`config.mk`:
```
export PLATFORM = sky130hd
export DESIGN_NAME = alu_arbiter_flat
export DESIGN_NICKNAME = d
export VERILOG_FILES = /design/src/rtl/alu_arbiter_if.sv /design/src/rtl/alu_arbiter.sv /design/src/flat_wrapper.sv
export SDC_FILE = /design/constraint.sdc
export NUM_CORES = 1
export LEC_CHECK = 0
export BUFFER_PORTS_ARGS = -buffer_cell sky130_fd_sc_hd__buf_2
export CORE_AREA = 2 2 208 210
export CTS_BUF_LIST = sky130_fd_sc_hd__clkbuf_16
export CTS_CLUSTER_SIZE = 25
export DETAILED_ROUTE_END_ITERATION = 16
export DIE_AREA = 0 0 210 212
export PLACE_DENSITY = 0.56
export RECOVER_POWER = 50
export SETUP_SLACK_MARGIN = 0.4
export SLEW_MARGIN = 20
export SYNTH_ARGS = -nofsm -noshare
export SYNTH_HDL_FRONTEND = slang
export SYNTH_SLANG_ARGS = --single-unit
```
`constraint.sdc`:
```
create_clock -name i_clk -period 7.5 [get_ports i_clk]
set_clock_uncertainty 0.15 [all_clocks]
set_input_delay 0.375 -clock i_clk [delete_from_list [all_inputs] [get_ports i_clk]]
set_output_delay 0.375 -clock i_clk [all_outputs]
set_load 0.02 [all_outputs]
```
`src/rtl/alu_arbiter_if.sv`:
```
// Bundle of requester, response and ALU-side signals for the shared-ALU arbiter.
// The slave modport is the arbiter; the master modport is the requesters plus the ALU.
interface alu_arbiter_if #(
    parameter int XLEN = 64,
    parameter int CW   = 4
);
    logic            Flush;

    logic            Req0Valid;
    logic            Req0Ready;
    logic [XLEN-1:0] Req0SrcA;
    logic [XLEN-1:0] Req0SrcB;
    logic [CW-1:0]   Req0ALUControl;

    logic            Req1Valid;
    logic            Req1Ready;
    logic [XLEN-1:0] Req1SrcA;
    logic [XLEN-1:0] Req1SrcB;
    logic [CW-1:0]   Req1ALUControl;

    logic            Rsp0Valid;
    logic            Rsp0Ready;
    logic            Rsp1Valid;
    logic            Rsp1Ready;
    logic [XLEN-1:0] RspResult;
    logic            RspZero;

    logic [XLEN-1:0] AluSrcA;
    logic [XLEN-1:0] AluSrcB;
    logic [CW-1:0]   AluControl;
    logic [XLEN-1:0] AluResult;
    logic            AluZero;

    logic            Busy;

    modport slave (
        input  Flush,
        input  Req0Valid, Req0SrcA, Req0SrcB, Req0ALUControl,
        output Req0Ready,
        input  Req1Valid, Req1SrcA, Req1SrcB, Req1ALUControl,
        output Req1Ready,
        output Rsp0Valid, Rsp1Valid, RspResult, RspZero,
        input  Rsp0Ready, Rsp1Ready,
        output AluSrcA, AluSrcB, AluControl,
        input  AluResult, AluZero,
        output Busy
    );

    modport master (
        output Flush,
        output Req0Valid, Req0SrcA, Req0SrcB, Req0ALUControl,
        input  Req0Ready,
        output Req1Valid, Req1SrcA, Req1SrcB, Req1ALUControl,
        input  Req1Ready,
        input  Rsp0Valid, Rsp1Valid, RspResult, RspZero,
        output Rsp0Ready, Rsp1Ready,
        input  AluSrcA, AluSrcB, AluControl,
        output AluResult, AluZero,
        input  Busy
    );
endinterface

```
`src/rtl/alu_arbiter.sv`:
```
// Round-robin sharing of one ALU between two requesters through an issue stage
// and a response stage; fixed two-cycle latency, one operation per cycle.
module alu_arbiter #(
    parameter int XLEN = 64,
    parameter int CW   = 4
) (
    input  logic          i_clk,
    input  logic          i_rst,
    alu_arbiter_if.slave  bus
);
    logic            r_iss_valid;
    logic            r_iss_id;
    logic [XLEN-1:0] r_iss_a;
    logic [XLEN-1:0] r_iss_b;
    logic [CW-1:0]   r_iss_ctl;

    logic            r_rsp_valid;
    logic            r_rsp_id;
    logic [XLEN-1:0] r_rsp_result;
    logic            r_rsp_zero;

    logic            r_last_grant;

    logic            w_rsp_drain;
    logic            w_iss_adv;
    logic            w_can_accept;
    logic            w_winner;
    logic            w_accept;

    assign w_rsp_drain  = r_rsp_valid & (r_rsp_id ? bus.Rsp1Ready : bus.Rsp0Ready);
    assign w_iss_adv    = r_iss_valid & (~r_rsp_valid | w_rsp_drain);
    // Holding Ready low while reset is asserted keeps every output quiet during reset.
    assign w_can_accept = ~i_rst & ~bus.Flush & (~r_iss_valid | w_iss_adv);

    always_comb begin
        w_winner = 1'b0;
        if (bus.Req0Valid && bus.Req1Valid) begin
            w_winner = ~r_last_grant;
        end else if (bus.Req1Valid) begin
            w_winner = 1'b1;
        end
    end

    assign w_accept      = w_can_accept & (bus.Req0Valid | bus.Req1Valid);
    assign bus.Req0Ready = w_can_accept & bus.Req0Valid & ~w_winner;
    assign bus.Req1Ready = w_can_accept & bus.Req1Valid & w_winner;

    always_ff @(posedge i_clk or posedge i_rst) begin
        if (i_rst) begin
            r_iss_valid  <= 1'b0;
            r_iss_id     <= 1'b0;
            r_iss_a      <= '0;
            r_iss_b      <= '0;
            r_iss_ctl    <= '0;
            r_rsp_valid  <= 1'b0;
            r_rsp_id     <= 1'b0;
            r_rsp_result <= '0;
            r_rsp_zero   <= 1'b0;
            r_last_grant <= 1'b1;
        end else if (bus.Flush) begin
            r_iss_valid <= 1'b0;
            r_rsp_valid <= 1'b0;
        end else begin
            if (w_iss_adv) begin
                r_rsp_valid  <= 1'b1;
                r_rsp_id     <= r_iss_id;
                r_rsp_result <= bus.AluResult;
                r_rsp_zero   <= bus.AluZero;
            end else if (w_rsp_drain) begin
                r_rsp_valid <= 1'b0;
            end

            if (w_accept) begin
                r_iss_valid  <= 1'b1;
                r_iss_id     <= w_winner;
                r_iss_a      <= w_winner ? bus.Req1SrcA : bus.Req0SrcA;
                r_iss_b      <= w_winner ? bus.Req1SrcB : bus.Req0SrcB;
                r_iss_ctl    <= w_winner ? bus.Req1ALUControl : bus.Req0ALUControl;
                r_last_grant <= w_winner;
            end else if (w_iss_adv) begin
                r_iss_valid <= 1'b0;
            end
        end
    end

    assign bus.AluSrcA    = r_iss_valid ? r_iss_a   : '0;
    assign bus.AluSrcB    = r_iss_valid ? r_iss_b   : '0;
    assign bus.AluControl = r_iss_valid ? r_iss_ctl : '0;

    assign bus.Rsp0Valid = r_rsp_valid & ~r_rsp_id;
    assign bus.Rsp1Valid = r_rsp_valid & r_rsp_id;
    assign bus.RspResult = r_rsp_result;
    assign bus.RspZero   = r_rsp_zero;
    assign bus.Busy      = r_iss_valid | r_rsp_valid;
endmodule

```
`src/flat_wrapper.sv`:
```
// flat-port wrapper written by rule: the top's interface ports become plain ports
module alu_arbiter_flat 
#(
    parameter int XLEN = 64,
    parameter int CW   = 4
)
  (i_clk, i_rst, bus_Flush, bus_Req0Valid, bus_Req0SrcA, bus_Req0SrcB, bus_Req0ALUControl, bus_Req0Ready, bus_Req1Valid, bus_Req1SrcA, bus_Req1SrcB, bus_Req1ALUControl, bus_Req1Ready, bus_Rsp0Valid, bus_Rsp1Valid, bus_RspResult, bus_RspZero, bus_Rsp0Ready, bus_Rsp1Ready, bus_AluSrcA, bus_AluSrcB, bus_AluControl, bus_AluResult, bus_AluZero, bus_Busy);
  alu_arbiter_if #(.XLEN(XLEN), .CW(CW)) bus_i ();
  input  logic i_clk;
  input  logic i_rst;
  input wire logic [$bits(bus_i.Flush)-1:0] bus_Flush;
  input wire logic [$bits(bus_i.Req0Valid)-1:0] bus_Req0Valid;
  input wire logic [$bits(bus_i.Req0SrcA)-1:0] bus_Req0SrcA;
  input wire logic [$bits(bus_i.Req0SrcB)-1:0] bus_Req0SrcB;
  input wire logic [$bits(bus_i.Req0ALUControl)-1:0] bus_Req0ALUControl;
  output wire logic [$bits(bus_i.Req0Ready)-1:0] bus_Req0Ready;
  input wire logic [$bits(bus_i.Req1Valid)-1:0] bus_Req1Valid;
  input wire logic [$bits(bus_i.Req1SrcA)-1:0] bus_Req1SrcA;
  input wire logic [$bits(bus_i.Req1SrcB)-1:0] bus_Req1SrcB;
  input wire logic [$bits(bus_i.Req1ALUControl)-1:0] bus_Req1ALUControl;
  output wire logic [$bits(bus_i.Req1Ready)-1:0] bus_Req1Ready;
  output wire logic [$bits(bus_i.Rsp0Valid)-1:0] bus_Rsp0Valid;
  output wire logic [$bits(bus_i.Rsp1Valid)-1:0] bus_Rsp1Valid;
  output wire logic [$bits(bus_i.RspResult)-1:0] bus_RspResult;
  output wire logic [$bits(bus_i.RspZero)-1:0] bus_RspZero;
  input wire logic [$bits(bus_i.Rsp0Ready)-1:0] bus_Rsp0Ready;
  input wire logic [$bits(bus_i.Rsp1Ready)-1:0] bus_Rsp1Ready;
  output wire logic [$bits(bus_i.AluSrcA)-1:0] bus_AluSrcA;
  output wire logic [$bits(bus_i.AluSrcB)-1:0] bus_AluSrcB;
  output wire logic [$bits(bus_i.AluControl)-1:0] bus_AluControl;
  input wire logic [$bits(bus_i.AluResult)-1:0] bus_AluResult;
  input wire logic [$bits(bus_i.AluZero)-1:0] bus_AluZero;
  output wire logic [$bits(bus_i.Busy)-1:0] bus_Busy;
  assign bus_i.Flush = bus_Flush;
  assign bus_i.Req0Valid = bus_Req0Valid;
  assign bus_i.Req0SrcA = bus_Req0SrcA;
  assign bus_i.Req0SrcB = bus_Req0SrcB;
  assign bus_i.Req0ALUControl = bus_Req0ALUControl;
  assign bus_Req0Ready = bus_i.Req0Ready;
  assign bus_i.Req1Valid = bus_Req1Valid;
  assign bus_i.Req1SrcA = bus_Req1SrcA;
  assign bus_i.Req1SrcB = bus_Req1SrcB;
  assign bus_i.Req1ALUControl = bus_Req1ALUControl;
  assign bus_Req1Ready = bus_i.Req1Ready;
  assign bus_Rsp0Valid = bus_i.Rsp0Valid;
  assign bus_Rsp1Valid = bus_i.Rsp1Valid;
  assign bus_RspResult = bus_i.RspResult;
  assign bus_RspZero = bus_i.RspZero;
  assign bus_i.Rsp0Ready = bus_Rsp0Ready;
  assign bus_i.Rsp1Ready = bus_Rsp1Ready;
  assign bus_AluSrcA = bus_i.AluSrcA;
  assign bus_AluSrcB = bus_i.AluSrcB;
  assign bus_AluControl = bus_i.AluControl;
  assign bus_i.AluResult = bus_AluResult;
  assign bus_i.AluZero = bus_AluZero;
  assign bus_Busy = bus_i.Busy;
  alu_arbiter #(.XLEN(XLEN), .CW(CW)) u_core (.i_clk(i_clk), .i_rst(i_rst), .bus(bus_i));
endmodule
```
# Word level (Yosys, flattened, before mapping)
# Cells that the tools add are included.
[classes]
n_mux = 15
bitwise_logic = 22
reduce_logical = 5
[ops]
columns = ["op", "count"]
rows = [
  ["$mux 64", 4],
  ["$and 1x1->1", 11],
  ["$mux 1", 9],
  ["$mux 4", 2],
  ["$not 1->1", 7],
  ["$reduce_bool 3->1", 2],
  ["$or 1x1->1", 4],
  ["$reduce_and 2->1", 2],
  ["$logic_and 1x1->1", 1],
]
[word_totals]
ff_bits = 202
in_bits = 336
wordCells = 52

# Logic depth before layout (Yosys ltp)
# Gate-level depths: netlist of the first run.
[depth]
ltp_word = 9
ltp_mapped = 6
ltp_nobuf = 3

# Worst setup path before layout of the first run
# No wires, ideal clock.
[synth_path]
path_kind = "input to register"
start = "input port bus_Req1Valid"
end = "register u_core.r_iss_a[52]"
t_arrival_ps = 1913
path_slack_ps = 5310
cell_stages = 5
path_cell_list = "a21boi_1 buf_2 buf_1 mux2_2 mux2_1"
[synth_between]
elab_chain_len = 3
elab_cells_between_ends = 7
[synth_rtl]
columns = ["item", "line_no", "rtl"]
rows = [
  ["from (decl)", "flat_wrapper.sv:17", "input wire logic [$bits(bus_i.Req1Valid)-1:0] bus_Req1Valid;"],
  ["$mux 1 (tied with other cells)", "alu_arbiter.sv:39", "end else if (bus.Req1Valid) begin"],
  ["$mux 1 / $and 1x1->1 (equally long branches)", "alu_arbiter.sv:37, alu_arbiter.sv:44", ""],
  ["$mux 64 / $reduce_and 2->1 (equally long branches)", "-", ""],
  ["to (signal assigned)", "alu_arbiter.sv:76", "r_iss_a <= w_winner ? bus.Req1SrcA : bus.Req0SrcA;"],
  ["to (decl)", "alu_arbiter.sv:13", "logic [XLEN-1:0] r_iss_a;"],
]
# Parallel ways exist; a longest one is shown, timed or not.
# A chain may end at the register's enable or synchronous reset.

# Worst setup path in the final report of the first run
[layout_path]
start = "register u_core.r_iss_valid"
end = "register u_core.r_iss_b[0]"
[layout_between]
elab_chain_len = 5
elab_cells_between_ends = 6
[layout_rtl]
columns = ["item", "line_no", "rtl"]
rows = [
  ["from (decl)", "alu_arbiter.sv:11", "logic r_iss_valid;"],
  ["from (signal assigned)", "alu_arbiter.sv:50", "r_iss_valid <= 1'b0;"],
  ["from (signal assigned)", "alu_arbiter.sv:61", "r_iss_valid <= 1'b0;"],
  ["from (signal assigned)", "alu_arbiter.sv:74", "r_iss_valid <= 1'b1;"],
  ["$and 1x1->1 / $not 1->1 (equally long branches)", "alu_arbiter.sv:31, alu_arbiter.sv:33", ""],
  ["$or 1x1->1 (*)", "alu_arbiter.sv:33", "assign w_can_accept = ~i_rst & ~bus.Flush & (~r_iss_valid | w_iss_adv);"],
  ["$and 1x1->1 (*)", "alu_arbiter.sv:33", ""],
  ["$and 1x1->1 (*)", "alu_arbiter.sv:44", "assign w_accept = w_can_accept & (bus.Req0Valid | bus.Req1Valid);"],
  ["$reduce_and 2->1 (no line) (*)", "-", ""],
  ["to (signal assigned)", "alu_arbiter.sv:77", "r_iss_b <= w_winner ? bus.Req1SrcB : bus.Req0SrcB;"],
  ["to (decl)", "alu_arbiter.sv:14", "logic [XLEN-1:0] r_iss_b;"],
]
# Mark *: on every way between the ends. The rest lies on a longest branch, timed or not.

==> results of run 1 <==
[critical path: cells and delay by family, from the launching register on]
kind                   cells  cell delay (ns)
buffers and inverters      1             2.41
flip-flops                 1             0.62
multiplexers               1             0.50
AO/OA/AOI/OAI              1             0.36
AND/OR/NAND/NOR            1             0.33
[repair_timing]
item | CTS | global route
resized for setup | 0 | 0
setup buffers | 0 | 0
hold endpoints to repair | 67 | 0
hold buffers | 66 | 0
[path summary, 6_finish.rpt]
| check | start | end | cells after the start |
|---|---|---|---|
| max | u_core.r_iss_valid$_DFFE_PP0P_ | u_core.r_iss_b[0]$_DFFE_PP0P_ | 4 |
| min | i_rst | u_core.r_iss_a[9]$_DFFE_PP0P_ | 2 |
| max reg2reg | u_core.r_iss_valid$_DFFE_PP0P_ | u_core.r_iss_b[0]$_DFFE_PP0P_ | 4 |
| min reg2reg | u_core.r_iss_a[58]$_DFFE_PP0P_ | u_core.r_iss_a[58]$_DFFE_PP0P_ | 1 |
| max in group asynchronous | i_rst | u_core.bus.RspResult[49]$_DFFE_PP0P_ | 3 |
| min in group i_clk | bus_Req1Valid | u_core.r_iss_id$_DFFE_PP0P_ | 3 |
[where the power goes]
group          leakage [uW]  internal, uW  switching (uW)  total (uW)
sequential          0.00239          1340             124        1470
clock              0.000423           734             452        1190
combinational       0.00408           463             457         920
[layout make-up]
class | instances | area (sq um)
flip-flops and latches | 202 | 5056
repair buffers | 608 | 3299
diodes | 1 | 2.502
well taps | 546 | 683.2
clock inverters | 19 | 178.9
multi-input cells | 484 | 4725
inverters | 3 | 18.77
fillers | 4276 | 27920
clock buffers | 25 | 625.6
[metal layers]
metal	vias up	GRT usage, %	part of all wire, %
li1	3752	-	-
met1	3781	14.47	39
met2	329	22.96	51
met3	49	3.072	7.1
met4	0	4.353	2.8
met5	-	0	0
[through the flow]
step	total power [uW]	util (%)	instance area [sq um]	hold WS (ns)
2_1_floorplan	2056	-	10000	0.2914
3_3_place_gp	2385	31.14	13240	0.3085
3_5_place_dp	2404	31.14	13240	0.3205
4_1_cts	3653	34.59	14700	0.01209
5_1_grt	3774	34.32	14590	0.04747
6_report	3573	34.32	14590	-0.04764
[registers in the layout, summed over array words and instances (netlist names), 4 cells and up]
register / count
u_core.r_iss_ctl: 4
u_core.bus.RspResult: 64
u_core.r_iss_a: 64
u_core.r_iss_b: 64
[cells in the mapped netlist]
| master | n | area share (%) |
|---|---|---|
| a2111oi_4 | 1 | 0.28 |
| a2111oi_0 | 1 | 0.088 |
| nor3b_1 | 1 | 0.075 |
| mux2_1 | 7 | 0.79 |
| mux2i_1 | 1 | 0.10 |
| o22ai_1 | 1 | 0.063 |
| nor2_1 | 3 | 0.11 |
| nand3b_1 | 1 | 0.075 |
| clkbuf_1 | 25 | 0.94 |
| nand2b_1 | 1 | 0.063 |
| o22a_1 | 1 | 0.088 |
| buf_2 | 13 | 0.65 |
| a211o_1 | 1 | 0.088 |
| o31ai_1 | 1 | 0.075 |
| and2_1 | 134 | 8.4 |
| or2_2 | 1 | 0.063 |
| a21oi_1 | 2 | 0.10 |
| mux2_2 | 323 | 36 |
| a21boi_1 | 1 | 0.075 |
| nor2b_1 | 1 | 0.063 |
| nand2_1 | 2 | 0.075 |
| buf_1 | 5 | 0.19 |
| dfstp_2 | 1 | 0.26 |
| inv_1 | 3 | 0.11 |
| dfrtp_1 | 201 | 50 |
| buf_4 | 7 | 0.53 |
[cell usage in the layout (no fill, tap or decap), types with 3 or more instances in the layout]
| cell | count |
|---|---|
| mux2_1 | 7 |
| inv_1 | 10 |
| clkinv_1 | 5 |
| and2_0 | 10 |
| mux2_2 | 323 |
| bufinv_16 | 4 |
| clkbuf_1 | 75 |
| dlygate4sd3_1 | 66 |
| buf_2 | 463 |
| dfrtp_1 | 201 |
| and2_1 | 124 |
| clkbuf_16 | 25 |
| nor2_1 | 3 |
[cells by family (layout without fill, tap and decap cells)]
| kind of cell | Yosys count | after routing | share of synthesized area [%] |
|---|---|---|---|
| DFF | 202 | 202 | 50.56 |
| AOI/OAI and AO/OA | 9 | 9 | 0.8510 |
| and+or+nand+nor | 144 | 144 | 8.909 |
| other | 0 | 1 | 0 |
| buffers and inverters | 53 | 655 | 2.415 |
| muxes | 331 | 331 | 37.26 |
==> flow_summary.toml, run 1 <==
[grt]
grt_max_degree = 134
antenna_found_initial = 1
grt_pass1_vias = 8263
grtUsageTotal_pct = 12.63
grt_overflow = 0
grt_pass1_wl_um = 45010

[route]
ant_nets = 0
drtIter0Drc = 244
wl_um = 29350
routedWlPerCell_um = 15.54
vias = 7911
vias_per_cell = 4.190
detail_route.drc_violations = 0
first_pass_iters = 6

[run]
timing.max_cap.violations = 2

[timing]
fmax_mhz = 213.8
hold-worst-slack_ns = -0.04764
min_period_ns = 4.676
slew_viol_final = 201
final.setup.tns_ns = 0
rsz0062_at_grt = "no"
setup_slack_ns = 2.824
hold_violations = 10
tightest_slew_ns = 3.629
period_share_pct = 62.35
slew_headroom_pct = -142.0
setup_viol = 0

[cts]
cts.sinks = 202
clk_latency_ns = 0.52
root_buffer = "clkbuf_16"
cts_buffer_depth = 3
tritoncts = "yes"
clk_pin_slew_worst_paths_ns = 0.06
htree_levels = 1
cts_buffers = 24

[place]
dp.final_hpwl_um = 20790
dp_slack_ns = 4.708
dpl.cell_count = 1777
io_buffers = 537
place_congestion = 0.7476

[logic_synthesis]
synth_fp_nets = 1075
synthCells = 739
ys_ff_latch = 202
ys_warn_count = 0
synth_cell_types = 26
postSynthAreaPerCell_sq_um = 13.53
netlist_area_sq_um = 10000
seq_area_frac_synth_pct = 50.56

[final_layout]
fin_cells = 1888
nets = 1659
drive_gt1_share_pct = 61.67
syn2layout_area_growth_pct = 45.90

[power]
leakagePower_uw = 0.006884
p_per_area_nw_per_um2 = 244.9
peakVddDrop_mv = 0.1717

[floorplan]
fp-row-count = 76
initial_core_util_pct = 23.53
die_h_um = 212
die_area_sq_um = 44520
die_width_um = 210
ioPinCount = 538
core_area_sq_um = 42510

[critical_path]
required_ns = 7.74
crit_chain = "and2_1 > a2111oi_4 > clkbuf_2 > mux2_2"
cpPeakStageDelay_ns = 2.41
cp_slowest_cell = "clkbuf_2"
crit_arrival_ns = 4.92
r2r_slack_ns = 2.82
cp-end-kind = "flop"
worstSetupPathType = "flop to flop"
cp_max_fo = 133
critPathLaunchType = "flop"

[min_path]
worstHoldPathType = "primary input to asynchronous set/reset pin"

[outcome]
violations = "hold timing, capacitance limit, slew limit"
status = "finished with violations"
No activity file was read; power rests on OpenSTA's default activity.
==> run 2: changes to the inputs <==
- CORE_AREA: 2 2 208 210 -> 2 2 207 209
- DIE_AREA: 0 0 210 212 -> 0 0 209 211
- PLACE_DENSITY: 0.56 -> 0.58
- clock period: 7.5 -> 3.81 ns (I/O delays scaled with it)
==> flow_summary.toml, run 2 (synthesis results as in run 1) <==
[outcome]
status = "finished with violations"
violations = "capacitance limit, slew limit"

[cts]
clk_pin_slew_worst_paths_ns = 0.06
htree_levels = 1
cts_buffers = 25
root_buffer = "clkbuf_16"
clk_latency_ns = 0.54
cts.sinks = 202
tritoncts = "yes"
cts_buffer_depth = 3

[critical_path]
crit_arrival_ns = 3.01
cp-end-kind = "flop"
worstSetupPathType = "flop to flop"
critPathLaunchType = "flop"
required_ns = 4.07
cp_max_fo = 9

[floorplan]
initial_core_util_pct = 23.95
die_area_sq_um = 44100
ioPinCount = 538
fp-row-count = 75
die_width_um = 209
core_area_sq_um = 41760
die_h_um = 211

[grt]
grt.busiest_layer = "met2"
grtUsageMet1_pct = 15.82
grtUsageTotal_pct = 15.18
grt_pass1_wl_um = 53380
grt_pass1_vias = 10310
grtUsageMet3_pct = 4.445
antenna_found_initial = 2
grt_overflow = 0
grt_max_degree = 135
gr-usage-met2_pct = 28.83

[place]
io_buffers = 537
place_area_sq_um = 13320
dp_slack_ns = 1.254
place_congestion = 0.7451
dp.final_hpwl_um = 21980

[final_layout]
syn2layout_area_growth_pct = 73.11
drive_gt1_share_pct = 52.35
nets = 1933
mostFrequentLayoutCells = "buf_2 (470), dlygate4sd3_1 (333), mux2_2 (323)"
fill_cells = 3872
finalInstanceArea_sq_um = 17310
final_common_cell = "buf_2"

[timing]
final.setup.tns_ns = 0
setup_viol = 0
tightest_slew_ns = 1.563
hold-worst-slack_ns = 0.06049
fmax_mhz = 363.6
setup_slack_ns = 1.060
period_share_pct = 72.19
min_period_ns = 2.750
rsz0062_at_grt = "no"
slew_viol_final = 62
hold_violations = 0
slew_headroom_pct = -4.167

[power]
power.total_uw = 7277
leakagePower_uw = 0.008034
peakVddDrop_mv = 0.2954
p_per_area_nw_per_um2 = 420.4

[route]
routedWlPerCell_um = 15.80
drtIter0Drc = 313
vias = 9068
vias_per_cell = 4.202
ant_nets = 0
detail_route.drc_violations = 0
first_pass_iters = 4
wl_um = 34090

[min_path]
worstHoldPathType = "primary input to flop"

[run]
timing.max_cap.violations = 1
run 2: changes by cell type in the layout (fill, tap and decap cells not counted), moves of 3 or more:
cell | previous run | this run
clkbuf_1 | 75 | 68
bufinv_16 | 4 | 1
inv_1 | 10 | 7
and2_1 | 124 | 133
buf_12 | 1 | 5
and2_0 | 10 | 1
buf_2 | 463 | 470
dlygate4sd3_1 | 66 | 333
clkinvlp_4 | 0 | 4
run 2: metrics by stage:
stage,util (%),std cells
2_1_floorplan,-,739
3_3_place_gp,31.90,1776
3_5_place_dp,31.90,1776
4_1_cts,41.72,2155
5_1_grt,41.44,2155
6_report,41.45,2158
run 2: area by class of cell:
type,count,area (sq um),area share [%]
Inverter,3,12.51,0.07228
Clock inverter,21,140.1,0.8095
Timing Repair Buffer,881,6077,35.11
Multi-Input combinational cell,484,4713,27.23
Sequential cell,202,5060,29.23
Tap cell,539,674.4,3.896
Clock buffer,25,625.6,3.614
Antenna cell,3,7.507,0.04337
run 2: timing repair:
action | in CTS | in global routing
hold buffers | 333 | 0
endpoints found under the hold margin | 357 | 0
resized for setup | 0 | 0
setup buffers | 0 | 0
run 2: power by group:
group,total (uW),switching (uW),internal (uW)
Clock,2220,953,1270
Sequential,2910,268,2650
Combinational,2140,974,1170
run 2: path summary, 6_finish.rpt:
check                                                from                                   end  slack, ns  cells after the start
max                           u_core.r_rsp_id$_DFFE_PP0P_        u_core.bus.RspZero$_DFFE_PP0P_       1.06                      4
min                                         bus_Rsp0Ready        u_core.r_rsp_valid$_DFFE_PP0P_       0.06                      4
max reg2reg                   u_core.r_rsp_id$_DFFE_PP0P_        u_core.bus.RspZero$_DFFE_PP0P_       1.06                      4
min reg2reg                u_core.r_iss_a[59]$_DFFE_PP0P_        u_core.r_iss_a[59]$_DFFE_PP0P_       0.33                      1
max in group asynchronous                           i_rst  u_core.bus.RspResult[54]$_DFFE_PP0P_       1.43                      4
min in group asynchronous                           i_rst        u_core.r_rsp_valid$_DFFE_PP0P_       0.20                      3
run 2: worst max-delay path, stage by stage (launching register included):
cell	delay, ns
dfrtp_1	0.42
mux2i_1	0.27
a21oi_1	0.85
clkbuf_1	0.53
mux2_2	0.40
run 2: metal layers:
metal / wire length (um) / part of all wire, %
met1: 12540 / 37
met5: 0 / 0
met4: 1169 / 3.4
met2: 17870 / 52
met3: 2510 / 7.4
